`config.mk`:
```
export PLATFORM = sky130hd
export DESIGN_NAME = ws2812_frame_streamer
export DESIGN_NICKNAME = d
export VERILOG_FILES = /design/src/rtl/ws2812_frame_streamer_pkg.sv /design/src/rtl/ws2812_bit_encoder.sv /design/src/rtl/ws2812_frame_streamer.sv
export SDC_FILE = /design/constraint.sdc
export NUM_CORES = 1
export LEC_CHECK = 0
export ABC_AREA = 1
export BUFFER_PORTS_ARGS = -buffer_cell sky130_fd_sc_hd__buf_2
export CORE_MARGIN = 10
export CORE_UTILIZATION = 59
export CTS_CLUSTER_DIAMETER = 40
export DETAILED_ROUTE_END_ITERATION = 10
export PLACE_DENSITY = 0.9
export SETUP_SLACK_MARGIN = 0.2
export SLEW_MARGIN = 10
export SYNTH_ARGS = -nofsm -noshare
export SYNTH_HDL_FRONTEND = slang
export SYNTH_HIERARCHICAL = 1
export SYNTH_SLANG_ARGS = --single-unit
```
`constraint.sdc`:
```
create_clock -name clk -period 2.65 [get_ports clk]
set_input_delay 0.3975 -clock clk [delete_from_list [all_inputs] [get_ports clk]]
set_output_delay 0.3975 -clock clk [all_outputs]
set_load 0.005 [all_outputs]
```
`src/rtl/ws2812_frame_streamer_pkg.sv`:
```
// Shared constants for the WS2812 frame streamer: FSM encoding, frame-buffer
// read latency and default WS2812 timing at a 40 MHz clock.
package ws2812_frame_streamer_pkg;

   typedef logic [2:0] state_t;

   localparam logic [2:0] ST_IDLE  = 3'd0;
   localparam logic [2:0] ST_FETCH = 3'd1;
   localparam logic [2:0] ST_WAIT  = 3'd2;
   localparam logic [2:0] ST_SHIFT = 3'd3;
   localparam logic [2:0] ST_GAP   = 3'd4;

   // Edges between presenting cs1_n=0 and rdata1 becoming valid.
   localparam int RD_LATENCY = 2;

   localparam int DEF_TBIT   = 50;
   localparam int DEF_T0H    = 16;
   localparam int DEF_T1H    = 32;
   localparam int DEF_TRESET = 2000;

   // Timing parameters are usable only when both high times fit inside a bit.
   function automatic logic ws_params_ok(input int tbit, input int t0h,
                                         input int t1h, input int treset);
      return (t0h > 0) && (t0h < t1h) && (t1h < tbit) &&
             (tbit >= 4) && (treset >= 1);
   endfunction

endpackage

```
`src/rtl/ws2812_bit_encoder.sv`:
```
// Produces one WS2812 bit period: high for T0H/T1H clocks, low for the rest
// of TBIT. A start strobe in the last cycle of a bit chains the next bit with
// no gap; bit_done flags that last cycle.
module ws2812_bit_encoder
   import ws2812_frame_streamer_pkg::*;
#(
   parameter int TBIT = DEF_TBIT,
   parameter int T0H  = DEF_T0H,
   parameter int T1H  = DEF_T1H
) (
   input  logic clk,
   input  logic rst_n,
   input  logic bit_start,
   input  logic bit_val,
   output logic led_out,
   output logic bit_done
);

   localparam int CW = $clog2(TBIT);
   localparam logic [CW-1:0] CNT_LAST = CW'(TBIT - 1);
   localparam logic [CW-1:0] CNT_ZERO = CW'(0);
   localparam logic [CW-1:0] CNT_ONE  = CW'(1);
   localparam logic [CW-1:0] HI0      = CW'(T0H);
   localparam logic [CW-1:0] HI1      = CW'(T1H);

   logic [CW-1:0] cnt_r;
   logic [CW-1:0] cnt_nxt_s;
   logic          bit_r;
   logic          active_r;
   logic          led_r;

   // Next counter value and end-of-bit strobe.
   always_comb begin
      cnt_nxt_s = cnt_r + CNT_ONE;
      bit_done  = active_r && (cnt_r == CNT_LAST);
   end

   // Bit-period counter and registered line level.
   always_ff @(posedge clk) begin
      if (!rst_n) begin
         cnt_r    <= CNT_ZERO;
         bit_r    <= 1'b0;
         active_r <= 1'b0;
         led_r    <= 1'b0;
      end else if (bit_start) begin
         cnt_r    <= CNT_ZERO;
         bit_r    <= bit_val;
         active_r <= 1'b1;
         led_r    <= 1'b1;
      end else if (bit_done) begin
         cnt_r    <= CNT_ZERO;
         active_r <= 1'b0;
         led_r    <= 1'b0;
      end else if (active_r) begin
         cnt_r    <= cnt_nxt_s;
         led_r    <= (cnt_nxt_s < (bit_r ? HI1 : HI0));
      end else begin
         led_r    <= 1'b0;
      end
   end

   assign led_out = led_r;

endmodule

```
`src/rtl/ws2812_frame_streamer.sv`:
```
// Streams a run of pixel words from the frame buffer's read port onto a
// WS2812 data line, MSB first, prefetching each next pixel while the current
// one shifts, then holds the line low for the latch gap and pulses done.
module ws2812_frame_streamer
   import ws2812_frame_streamer_pkg::*;
#(
   parameter int ASIZE  = 8,
   parameter int DSIZE  = 24,
   parameter int TBIT   = DEF_TBIT,
   parameter int T0H    = DEF_T0H,
   parameter int T1H    = DEF_T1H,
   parameter int TRESET = DEF_TRESET
) (
   input  logic             clk,
   input  logic             rst_n,
   input  logic             start,
   input  logic [ASIZE-1:0] base_addr,
   input  logic [ASIZE:0]   pixel_count,
   output logic             busy,
   output logic             done,
   output logic             cs1_n,
   output logic [ASIZE-1:0] addr1,
   input  logic [DSIZE-1:0] rdata1,
   output logic             led_out
);

   localparam int RW = ASIZE + 1;
   localparam int BW = $clog2(DSIZE);
   localparam int GW = $clog2(TRESET + 1);
   localparam logic [RW-1:0] REM_ZERO  = RW'(0);
   localparam logic [RW-1:0] REM_ONE   = RW'(1);
   localparam logic [BW-1:0] BIDX_MSB  = BW'(DSIZE - 1);
   localparam logic [BW-1:0] BIDX_ZERO = BW'(0);
   localparam logic [BW-1:0] BIDX_ONE  = BW'(1);
   localparam logic [GW-1:0] GAP_ZERO  = GW'(0);
   localparam logic [GW-1:0] GAP_ONE   = GW'(1);
   localparam logic [GW-1:0] GAP_LAST  = GW'(TRESET - 1);

   if (!ws_params_ok(TBIT, T0H, T1H, TRESET)) begin : g_bad_timing
      $error("ws2812_frame_streamer: need 0<T0H<T1H<TBIT, TBIT>=4, TRESET>=1");
   end

   state_t              state_r;
   logic [ASIZE-1:0]    addr_r;
   logic [RW-1:0]       rem_r;
   logic [DSIZE-1:0]    shift_r;
   logic [DSIZE-1:0]    pf_r;
   logic [BW-1:0]       bit_idx_r;
   logic [RD_LATENCY:0] rd_pipe_r;
   logic [GW-1:0]       gap_cnt_r;
   logic                busy_r;
   logic                done_r;
   logic                cs1_n_r;

   logic accept_s, zero_start_s, load_first_s, last_bit_s;
   logic more_bits_s, next_pix_s, end_frame_s, prefetch_s, issue_s;
   logic enc_start_s, enc_bit_s, bit_done_s;

   ws2812_bit_encoder #(
      .TBIT (TBIT),
      .T0H  (T0H),
      .T1H  (T1H)
   ) u_enc (
      .clk       (clk),
      .rst_n     (rst_n),
      .bit_start (enc_start_s),
      .bit_val   (enc_bit_s),
      .led_out   (led_out),
      .bit_done  (bit_done_s)
   );

   // Decode start acceptance, bit/pixel boundaries and read issue.
   always_comb begin
      accept_s     = 1'b0;
      zero_start_s = 1'b0;
      if ((state_r == ST_IDLE) && start && !done_r) begin
         if (pixel_count != REM_ZERO) begin
            accept_s = 1'b1;
         end else begin
            zero_start_s = 1'b1;
         end
      end else begin
         accept_s     = 1'b0;
         zero_start_s = 1'b0;
      end
      load_first_s = (state_r == ST_WAIT) && rd_pipe_r[RD_LATENCY];
      last_bit_s   = (state_r == ST_SHIFT) && bit_done_s;
      more_bits_s  = last_bit_s && (bit_idx_r != BIDX_ZERO);
      next_pix_s   = last_bit_s && (bit_idx_r == BIDX_ZERO) && (rem_r != REM_ZERO);
      end_frame_s  = last_bit_s && (bit_idx_r == BIDX_ZERO) && (rem_r == REM_ZERO);
      // rem_r still counts the pixel being loaded, so >1 means one more follows.
      prefetch_s   = (load_first_s || next_pix_s) && (rem_r > REM_ONE);
      issue_s      = accept_s || prefetch_s;
      enc_start_s  = load_first_s || more_bits_s || next_pix_s;
      if (load_first_s) begin
         enc_bit_s = rdata1[DSIZE-1];
      end else if (next_pix_s) begin
         enc_bit_s = pf_r[DSIZE-1];
      end else begin
         enc_bit_s = shift_r[DSIZE-2];
      end
   end

   // Frame FSM, address/pixel counters, shift and prefetch registers.
   always_ff @(posedge clk) begin
      if (!rst_n) begin
         state_r   <= ST_IDLE;
         addr_r    <= {ASIZE{1'b0}};
         rem_r     <= REM_ZERO;
         shift_r   <= {DSIZE{1'b0}};
         pf_r      <= {DSIZE{1'b0}};
         bit_idx_r <= BIDX_ZERO;
         rd_pipe_r <= {(RD_LATENCY+1){1'b0}};
         gap_cnt_r <= GAP_ZERO;
         busy_r    <= 1'b0;
         done_r    <= 1'b0;
         cs1_n_r   <= 1'b1;
      end else begin
         done_r    <= 1'b0;
         cs1_n_r   <= ~issue_s;
         rd_pipe_r <= {rd_pipe_r[RD_LATENCY-1:0], issue_s};
         if (prefetch_s) begin
            addr_r <= addr_r + ASIZE'(1);
         end
         case (state_r)
            ST_IDLE: begin
               if (accept_s) begin
                  addr_r  <= base_addr;
                  rem_r   <= pixel_count;
                  busy_r  <= 1'b1;
                  state_r <= ST_FETCH;
               end else if (zero_start_s) begin
                  done_r  <= 1'b1;
               end
            end
            ST_FETCH: begin
               state_r <= ST_WAIT;
            end
            ST_WAIT: begin
               if (load_first_s) begin
                  shift_r   <= rdata1;
                  rem_r     <= rem_r - REM_ONE;
                  bit_idx_r <= BIDX_MSB;
                  state_r   <= ST_SHIFT;
               end
            end
            ST_SHIFT: begin
               if (rd_pipe_r[RD_LATENCY]) begin
                  pf_r <= rdata1;
               end
               if (more_bits_s) begin
                  shift_r   <= {shift_r[DSIZE-2:0], 1'b0};
                  bit_idx_r <= bit_idx_r - BIDX_ONE;
               end else if (next_pix_s) begin
                  shift_r   <= pf_r;
                  rem_r     <= rem_r - REM_ONE;
                  bit_idx_r <= BIDX_MSB;
               end else if (end_frame_s) begin
                  gap_cnt_r <= GAP_ZERO;
                  state_r   <= ST_GAP;
               end
            end
            ST_GAP: begin
               if (gap_cnt_r == GAP_LAST) begin
                  busy_r  <= 1'b0;
                  done_r  <= 1'b1;
                  state_r <= ST_IDLE;
               end else begin
                  gap_cnt_r <= gap_cnt_r + GAP_ONE;
               end
            end
            default: begin
               busy_r  <= 1'b0;
               state_r <= ST_IDLE;
            end
         endcase
      end
   end

   assign busy  = busy_r;
   assign done  = done_r;
   assign cs1_n = cs1_n_r;
   assign addr1 = addr_r;

endmodule

```
==> run summary <==
The max capacitance violation total is 0. The horizontal die dimension came out at 115.5 um. The combinational family with the most area after synthesis is simple AND/OR/NAND/NOR gates.

The share of the Yosys chip area taken by registers is 0.3647. The synthesized-area fraction occupied by and/or/nand/nor cells came out at 0.3586. The worst pin sits at a relative slew slack of 0.4943. The mux share of post-synthesis cell area came out at 0. The area share of fa/ha/maj cells after synthesis came out at 0.02326. The initial antenna violation count came to 0. The number of cells after detailed placement came out at 973. The number of buffers added for setup after CTS is 0. Data on the critical path arrives at its endpoint at 2.48 ns. The most instantiated library cell after synthesis is nand2_1. Ranked by total cell area, the synthesized netlist is headed by dfxtp_1 (36%), nand2_1 (15%), nand3_1 (10%), inv_1 (9.1%), nor2_1 (4.5%). The minimum setup slack among reg-to-reg paths came out at 0.43 ns. The worst setup path is of the register to register kind. The path type of the worst min-delay path is input pin to register. The congestion estimate from routability-driven global placement came to 0.9434. STA classifies the critical path endpoint as a register. The tree built by TritonCTS fans out to 98 sinks. The height of the die is 115.5 um. At the worst endpoint, the required time is 2.91 ns.

The number of antenna-violating nets in the routed design is 0. The slew at the pin closest to its max-slew limit came out at 0.7559 ns. The site row count is 34. The number of flops mapped to enable cells by yosys is 0. The main flop type after synthesis is dfxtp_1. The count of yosys warnings during synthesis is 6. The die covers 13340 um2. By count the netlist is led by nand2_1 (219), inv_1 (130), nand3_1 (109). The tree is rooted in a clkbuf_8. The layout has 762 filler cells. 56 I/O pins were placed.

Setup repair after global routing left no endpoint under its margin. The initial utilization of the core area, before any placement, comes to 0.6110. The complex-gate fraction of the synthesized area is 0.1033. In the synthesized netlist the async set-or-reset flop fraction comes to 0. The final route contains 5160 vias. STA classifies the critical path startpoint as a register. The overall routing resource usage came out at 0.1849. The worst supply voltage drop on vdd is 0.0004358 V. The via count of the first global-routing pass was 4792. Summed over all layers, the routed wires come to 12.00 mm. In this run the critical register-to-register path is captured at shift_r[3]$_SDFFE_PN0P_. The length of the first detailed-routing pass in iterations is 5.

Using the TritonRoute via totals, the vias-per-cell ratio works out to 5.217. The total of flip-flops plus latches after synthesis came out at 98. Setup violations remaining at the end of the flow were counted as 0.

The hold violation total from the final report is 0. The longest clock path from root to sink contains 2 buffers. The timing-limited maximum frequency came out at 0.4512 GHz. The path with the worst hold slack has its endpoint at pf_r[0]$_SDFFE_PN0P_. The final non-filler cell total came out at 989.

The startpoint identified for the worst hold timing path is rdata1[0]. The detailed router finished its first iteration with 304 violations. Of all nets on the critical path, the largest fanout is 23. After routing, the total negative slack on setup checks comes to 0 ns. The first-pass GRT wire length came out at 21.00 mm. The fraction of synthesized cell area taken by the top area cell type is 0.3647. The worst hold path depth came out at 3. The net count after synthesis is 885. The post-cts gate resize count came out at 0. The layout overhead on the synthesized area is 9.116%. The final net count came out at 930. The half-perimeter wire length after placement came out at 8.458 mm. The number of input and output port buffers inserted is 55. The power density relative to cell area came out at 658.7 nW/um2. The proportion of layout cells with a drive suffix above 1 is 0.1339. The remaining design rule violation count is 0. The worst clock skew came out at 0.01194 ns. The flow ran to the end, and the final reports show no timing, DRC or antenna violations. The leakage power summed over all cells came out at 3.026 nW.

The unique cell type count in the Yosys netlist is 40. The clock transition time at the flip-flop clock pins of the worst setup and hold paths is 0.09 ns. The routed length per placed instance is 12.13 um. The fraction of the cycle the final worst path needs is 0.8363. Clock latency on the worst-skew pair, taken at its later pin, is 0.36 ns. The number of antenna repair diodes is 0. The final number of max-transition violations came out at 0. The TritonCTS buffer count is 9. The H-tree was split into 3 levels. The cell count after synthesis is 831. For the worst flop-to-flop path, the logic depth is 13.

Of all cell types, the one taking the most synthesized area is dfxtp_1. The core region is 8806 um2. The number of buffers inserted by hold repair at cts is 0. In this run the mean area of a mapped cell was 6.474 um2. The worst register-to-register path begins at u_enc/cnt_r[1]$_SDFFE_PP0P_. The maximum number of pins on one net before global-route repair came out at 47. TritonCTS built the clock tree. The final critical path time including I/O delays and setup came out at 2.216 ns. The aggregate global routing overflow is 0. Of the total synthesized cell area, the portion taken by XOR and XNOR cells is 0.02279. The cell area after synthesis came out at 5380 um2.
## power by group
part	switching [mW]	internal, mW	total (mW)
clock	0.523	0.347	0.870
sequential	0.138	1.60	1.74
combinational	0.820	0.437	1.26
## metrics by stage
| stage | hold slack [ns] | instance area, um2 | power (mW) | setup slack (ns) | util |
|---|---|---|---|---|---|
| after floorplan | 0.3905 | 5380 | 2.728 | 0.8231 | - |
| after global placement | 0.3958 | 5698 | 2.987 | 0.5319 | 0.6471 |
| after detailed placement | 0.4051 | 5698 | 3.012 | 0.4198 | 0.6471 |
| after CTS | 0.3200 | 5869 | 3.869 | 0.3894 | 0.6665 |
| after global routing | 0.3309 | 5871 | 4.158 | 0.2078 | 0.6667 |
| final | 0.3255 | 5871 | 3.867 | 0.4338 | 0.6667 |
## area by class of cell
class,count,area [um2],area share
multi-input combinational,563,2733,0.4655
sequential,98,1963,0.3344
inverter,140,525.5,0.08951
timing repair buffer,64,342.8,0.05840
tap,108,135.1,0.02302
clock buffer,11,131.4,0.02238
clock inverter,5,40.04,0.006820
## critical path, cell delays in order, from the launching register on
cell and delay (ns):
dfxtp_1 0.38, inv_1 0.06, ha_1 0.20, nand4_2 0.13, inv_1 0.06, nand4_2 0.14
inv_1 0.07, nand2_2 0.07, nand3_2 0.19, buf_4 0.25, inv_2 0.31, nand2_1 0.10
nand3_1 0.10, inv_1 0.05
## flip-flops by register name, summed over array words and instances (netlist names)
name and flops:
bit_idx_r 5, cs1_n 1, rd_pipe_r 3, state_r 3
u_enc/cnt_r 6, pf_r 24, shift_r 23, addr1 8
rem_r 9, u_enc/bit_r 1, done 1, gap_cnt_r 11
busy 1, u_enc/active_r 1, u_enc/led_out 1
## placed cells by master (no fill, tap or decap), types with 3 or more instances in the layout
| cell type | Yosys | layout |
|---|---|---|
| clkinvlp_4 | 0 | 3 |
| buf_2 | 8 | 55 |
| a21oi_1 | 48 | 48 |
| buf_4 | 8 | 9 |
| or2_2 | 3 | 3 |
| o21ai_0 | 42 | 42 |
| dfxtp_1 | 98 | 97 |
| nand2_2 | 7 | 7 |
| clkbuf_8 | 0 | 9 |
| nand4_1 | 5 | 5 |
| inv_2 | 8 | 8 |
| nand3_2 | 3 | 3 |
| nand3_1 | 109 | 109 |
| o21ai_1 | 7 | 7 |
| nand2_1 | 219 | 219 |
| xor2_1 | 10 | 10 |
| a21oi_2 | 3 | 3 |
| nor2_2 | 5 | 5 |
| ha_1 | 10 | 10 |
| xnor2_1 | 4 | 4 |
| nor2_1 | 65 | 65 |
| nand3b_1 | 3 | 3 |
| inv_1 | 130 | 130 |
## how the worst max path moves through the flow
stage                                start                     endpoint  slack, ns  cells past startpoint
2_1_floorplan  u_enc/cnt_r[0]$_SDFFE_PP0P_  u_enc/cnt_r[5]$_SDFFE_PP0P_       0.82                     13
3_3_place_gp   u_enc/cnt_r[0]$_SDFFE_PP0P_    bit_idx_r[4]$_SDFFE_PN0P_       0.53                     11
3_5_place_dp   u_enc/cnt_r[0]$_SDFFE_PP0P_     shift_r[10]$_SDFFE_PN0P_       0.42                     12
4_1_cts        u_enc/cnt_r[0]$_SDFFE_PP0P_     shift_r[20]$_SDFFE_PN0P_       0.39                     12
5_1_grt        u_enc/cnt_r[0]$_SDFFE_PP0P_     shift_r[10]$_SDFFE_PN0P_       0.21                     12
6_report       u_enc/cnt_r[1]$_SDFFE_PP0P_      shift_r[3]$_SDFFE_PN0P_       0.43                     13
## logic make-up (layout without fill, tap and decap cells)
group,count (synthesis),in the layout
AND/OR/NAND/NOR,433,433
adder cells (fa/ha/maj),10,10
AO/OA/AOI/OAI,106,106
XOR/XNOR,14,14
flip-flops,98,98
buffers and inverters,170,220
## per-layer routing
layer / up-vias / routed length (um) / GRT usage
li1: 2682 / - / -
met1: 2312 / 5471 / 0.2360
met2: 146 / 5697 / 0.3051
met3: 20 / 678 / 0.04238
met4: 0 / 150 / 0.05490
met5: - / 0 / 0
Power figures use the tool's default switching activity.
